File: src/rtl/regfile_scoreboard.sv
// Register file with per-register pending-write scoreboard, two combinational read ports, one write port, one reserve port.
// Latency: writes are visible on the read ports the cycle after the write edge; REGFILE_BYPASS_EN forwards them in the same cycle.
// Backpressure: none; every write and reserve is accepted, and reserving a busy register raises a one-cycle rsv_err pulse.
module regfile_scoreboard #(
  parameter int DATA_W = 32,
  parameter int ADDR_W = 5
) (
  input  logic              clk,
  input  logic              reset,
  input  logic [ADDR_W-1:0] rd_addr1,
  input  logic [ADDR_W-1:0] rd_addr2,
  output logic [DATA_W-1:0] rd_data1,
  output logic [DATA_W-1:0] rd_data2,
  output logic              rd_busy1,
  output logic              rd_busy2,
  input  logic              wr_en,
  input  logic [ADDR_W-1:0] wr_addr,
  input  logic [DATA_W-1:0] wr_data,
  input  logic              rsv_en,
  input  logic [ADDR_W-1:0] rsv_addr,
  output logic              rsv_err,
  output logic [ADDR_W:0]   busy_cnt
);

  localparam int DEPTH = 1 << ADDR_W;

  logic [DATA_W-1:0] mem [DEPTH];
  logic [DEPTH-1:0]  busy;
  logic [DEPTH-1:0]  busy_nxt;

  logic wr_hit;
  logic rsv_hit;
  logic wr_rsv_same;
  logic set_evt;
  logic clr_evt;
  logic err_nxt;

  // Address 0 is hardwired: it is never written and never marked busy.
  assign wr_hit      = wr_en && (wr_addr != '0);
  assign rsv_hit     = rsv_en && (rsv_addr != '0);
  assign wr_rsv_same = wr_hit && rsv_hit && (wr_addr == rsv_addr);

  // A same-edge write completes the old reservation, so a re-reserve is legal there.
  assign set_evt = rsv_hit && !busy[rsv_addr];
  assign clr_evt = wr_hit && busy[wr_addr] && !wr_rsv_same;
  assign err_nxt = rsv_hit && busy[rsv_addr] && !wr_rsv_same;

  always_comb begin
    busy_nxt = busy;
    if (wr_hit) begin
      busy_nxt[wr_addr] = 1'b0;
    end
    if (rsv_hit) begin
      busy_nxt[rsv_addr] = 1'b1;
    end
  end

  always_ff @(posedge clk or posedge reset) begin
    if (reset) begin
      for (int i = 0; i < DEPTH; i++) begin
        mem[i] <= '0;
      end
    end else if (wr_hit) begin
      mem[wr_addr] <= wr_data;
    end
  end

  always_ff @(posedge clk or posedge reset) begin
    if (reset) begin
      busy     <= '0;
      rsv_err  <= 1'b0;
      busy_cnt <= '0;
    end else begin
      busy     <= busy_nxt;
      rsv_err  <= err_nxt;
      busy_cnt <= busy_cnt + (ADDR_W+1)'(set_evt) - (ADDR_W+1)'(clr_evt);
    end
  end

`ifdef REGFILE_BYPASS_EN
  always_comb begin
    rd_data1 = mem[rd_addr1];
    rd_busy1 = busy[rd_addr1];
    rd_data2 = mem[rd_addr2];
    rd_busy2 = busy[rd_addr2];
    if (wr_hit && (rd_addr1 == wr_addr)) begin
      rd_data1 = wr_data;
      rd_busy1 = wr_rsv_same;
    end
    if (wr_hit && (rd_addr2 == wr_addr)) begin
      rd_data2 = wr_data;
      rd_busy2 = wr_rsv_same;
    end
  end
`else
  assign rd_data1 = mem[rd_addr1];
  assign rd_busy1 = busy[rd_addr1];
  assign rd_data2 = mem[rd_addr2];
  assign rd_busy2 = busy[rd_addr2];
`endif

endmodule

File: config.mk
export PLATFORM = sky130hd
export DESIGN_NAME = regfile_scoreboard
export DESIGN_NICKNAME = d
export VERILOG_FILES = /design/src/rtl/regfile_scoreboard.sv
export SDC_FILE = /design/constraint.sdc
export NUM_CORES = 2
export LEC_CHECK = 0
export CAP_MARGIN = 20
export CORE_MARGIN = 5
export CORE_UTILIZATION = 59
export CTS_CLUSTER_DIAMETER = 150
export DETAILED_ROUTE_END_ITERATION = 10
export PLACE_DENSITY = 0.76
export SLEW_MARGIN = 10
export SYNTH_ARGS = -nofsm -noshare
export SYNTH_HDL_FRONTEND = slang
export SYNTH_SLANG_ARGS = --single-unit
export TNS_END_PERCENT = 30
File: constraint.sdc
create_clock -name clk -period 87.7 [get_ports clk]
set_input_delay 13.155 -clock clk [delete_from_list [all_inputs] [get_ports clk]]
set_output_delay 13.155 -clock clk [all_outputs]
set_load 0.05 [all_outputs]
==> impl_results.md <==
- Worst r2r dst: busy_cnt[4]$_DFF_PP0_
- RSZ-0062 raised after global routing: false
- Worst-Margin Slew: 1.16 ns
- Port-buffer cells: 128
- Nets@finish: 4066
- CP required: 74.54 ns
- Row Count: 114
- Power density cells: 23.3 nW/um^2
- Die ar.: 104000 um^2
- Final setup vio count: 0
- Routability cong.: 0.886
- Most frequent cells in the layout: 1063 x dfrtp_1, 962 x mux2_2, 403 x mux4_2
- Filler Cell Count: 6780
- Worst setup path class: primary input to output port
- Max-slew violations: 0
- Setup slack, reg-to-reg: 84.56 ns
- Post-route setup slack: 55.96 ns
- Largest net degree at the start of global routing: 161
- Synth Flop Type: dfrtp_1
- Clock sinks: 1063
- Synth top area cells: dfrtp_1 46%, mux2_2 19%, mux4_2 16%
- Mean area per synthesized cell: 13.9 um^2
- Worst Setup End Kind: output port
- Die H: 323 um
- Clock slew at reported path FFs: 0.06 ns
- Register area: 26600 um^2
- Fmax: 0.0315 GHz
- Reg2reg path depth: 12
- Cell count after synthesis: 4141
- Post-synth EDFFs: 0
- H-tree Lvls: 3
- Core ar.: 96900 um^2
- Die W: 323 um
- Share of layout cells above drive strength 1: 42.2%
- Peak VDD IR: 0.0173 mV
- Average vias per placed instance: 7.10
- HPWL Detailed: 96000 um
- Slew margin rel.: 22.5%
- Post-CTS setup repair buffer count: 0
- Footprint of the multi-input gates: 29100 um^2
- Arrival time worst endpoint: 18.59 ns
- DR DRC count: 0
- Lkg Pwr: 27.2 nW
- Hold depth: 0
- Worst setup SP type: primary input
- Flops & latches, synth: 1063
- Initial Util: 59.6%
- Root Buffer: clkbuf_16
- CTS Buf Count: 112
- Commonest non-fill, non-tap cell in the layout: dfrtp_1
- RR Startpoint: busy[7]$_DFF_PP0_
- Slowest stage cell, crit path: buf_4
- Max-Cap Viols: 0
- Clock tree buffer depth: 3
- Mapped cell area: 57700 um^2
- Routed via count: 38200
- Min-Delay Path Class: register to register
- Crit path cell chain: buf_8 -> buf_4 -> buf_4 -> buf_4 -> mux4_2 -> mux2i_1 -> nor2_1 -> a311oi_1 -> a21oi_1 -> clkdlybuf4s50_1
- I/O pins: 129
- GRT Residual Overflow: 0
- Register area share after synthesis: 46.1%
- CP peak stage delay: 0.85 ns
- Max FO, Critical Path: 97
- Crit path buf inv count: 5
- Hold Buf Count CTS: 0
- Outcome: finished, final reports clean
- Clock skew: 0.00582 ns
- Hold Startpoint: mem[994]$_DFFE_PP0P_
- CTS tree: done
- Global Route Usage Sum: 32.9%
- Setup TNS Final: 0 ns
- Most frequent CP cell: buf_4
- Largest area contributor in the synthesized netlist: dfrtp_1
- DR WL/cell: 31.7 um
- Final hold vios: 0
- Area Overhead vs Synth: 9.66%
- First-pass GRT wire length: 256000 um
- DRT Pass-1 Iters: 7
- Yosys cell types: 56
- Clk_lat worst skew: 0.68 ns
- Crit path depth: 10
- YS warnings: 0
- Synth top area share: 46.1%
- Worst slack at placement: 55.92 ns
- Final Cycle Share: 36.2%
- Post-CTS Resized: 0
- Clock period minus worst slack: 31.74 ns
- Synth async-reset ratio: 100%
- Hold EP: mem[994]$_DFFE_PP0P_
- Drt total wl: 171000 um
- Synthesized Nets: 4204
- Remaining antenna violation count after routing: 0
- Initial antenna violation count: 11
- Vias in the first global route: 38900
- Crit path max-delay family: buffers and inverters
- Drt initial violations: 3936
[area by class of cell]
cell class / count / area share, %
Sequential cell: 1063 / 42.0
Clock inverter: 36 / 0.694
Multi-Input combinational cell: 2593 / 45.9
Tap cell: 1276 / 2.52
Timing Repair Buffer: 219 / 3.37
Clock buffer: 174 / 5.37
Inverter: 14 / 0.0949
Antenna cell: 4 / 0.0158
[metal layers]
metal  part of all wire (%)  up-vias  global-route usage, %  wire length [um]
li1                       -    15500                      -                 -
met1                     38    20200                   44.7             65500
met2                     47     1940                   51.6             80100
met3                    9.8      496                   7.68             16600
met4                    4.9       10                   13.9              8320
met5                  0.036        -                      0                62
[cells in the mapped netlist, types with 46 or more instances]
cell and number:
nand2_1 95, mux2_2 962, a211oi_1 199, clkbuf_1 236
buf_1 46, dfrtp_1 1063, nor2b_1 142, mux2i_1 278
a221oi_1 67, mux4_2 403, nor2_1 156, buf_2 141
a311oi_1 67, a21oi_1 72
[report_power, final]
part	switching, mW	internal (mW)
sequential	0.0695	0.585
combinational	0.149	0.181
clock	0.203	0.289
total	0.422	1.06
[state kept, by name, summed over array words and instances, names as in the netlist]
register  cells
mem        1024
busy         32
busy_cnt      6
rsv_err       1
[logic make-up after synthesis]
logic type,after synthesis,share of synthesized area [%]
AO/OA/AOI/OAI,460,5.91
XOR/XNOR,10,0.152
adder cells (fa/ha/maj),7,0.165
buffers and inverters,485,3.87
flip-flops,1063,46.1
multiplexers,1673,40.1
AND/OR/NAND/NOR,443,3.74
[per-stage QoR]
step                utilization, %  hold WS, ns  power [mW]  area (um^2)  instances
floorplan                        -        0.441       0.902        57700       4141
global placement              61.2        0.377       0.971        59300       5156
detailed placement            61.2        0.383       0.987        59300       5156
CTS                           65.2        0.396        1.48        63100       5366
global route                  65.4        0.408        1.54        63300       5376
finish                        65.4        0.393        1.48        63300       5379
[worst register-to-register path: cells and delay by family (launching register included)]
kind | cells | cell delay [ns]
buffers and inverters | 1 | 0.04
AO/OA/AOI/OAI | 4 | 0.84
adder cells (fa/ha/maj) | 3 | 0.95
multiplexers | 1 | 0.51
XOR/XNOR | 1 | 0.13
AND/OR/NAND/NOR | 2 | 0.18
flip-flops | 1 | 0.43
[how the worst max path moves through the flow]
stage                      startpoint                end  slack, ns
after floorplan                 reset  busy[0]$_DFF_PP0_      44.62
after global placement    rd_addr1[1]       rd_data1[23]      55.94
after detailed placement  rd_addr1[1]       rd_data1[23]      55.92
after CTS                 rd_addr1[1]       rd_data1[23]      55.96
after global routing      rd_addr1[1]        rd_data1[8]      55.57
final                     rd_addr1[1]       rd_data1[23]      55.96
Note: power is estimated with default switching activity, not from simulation.
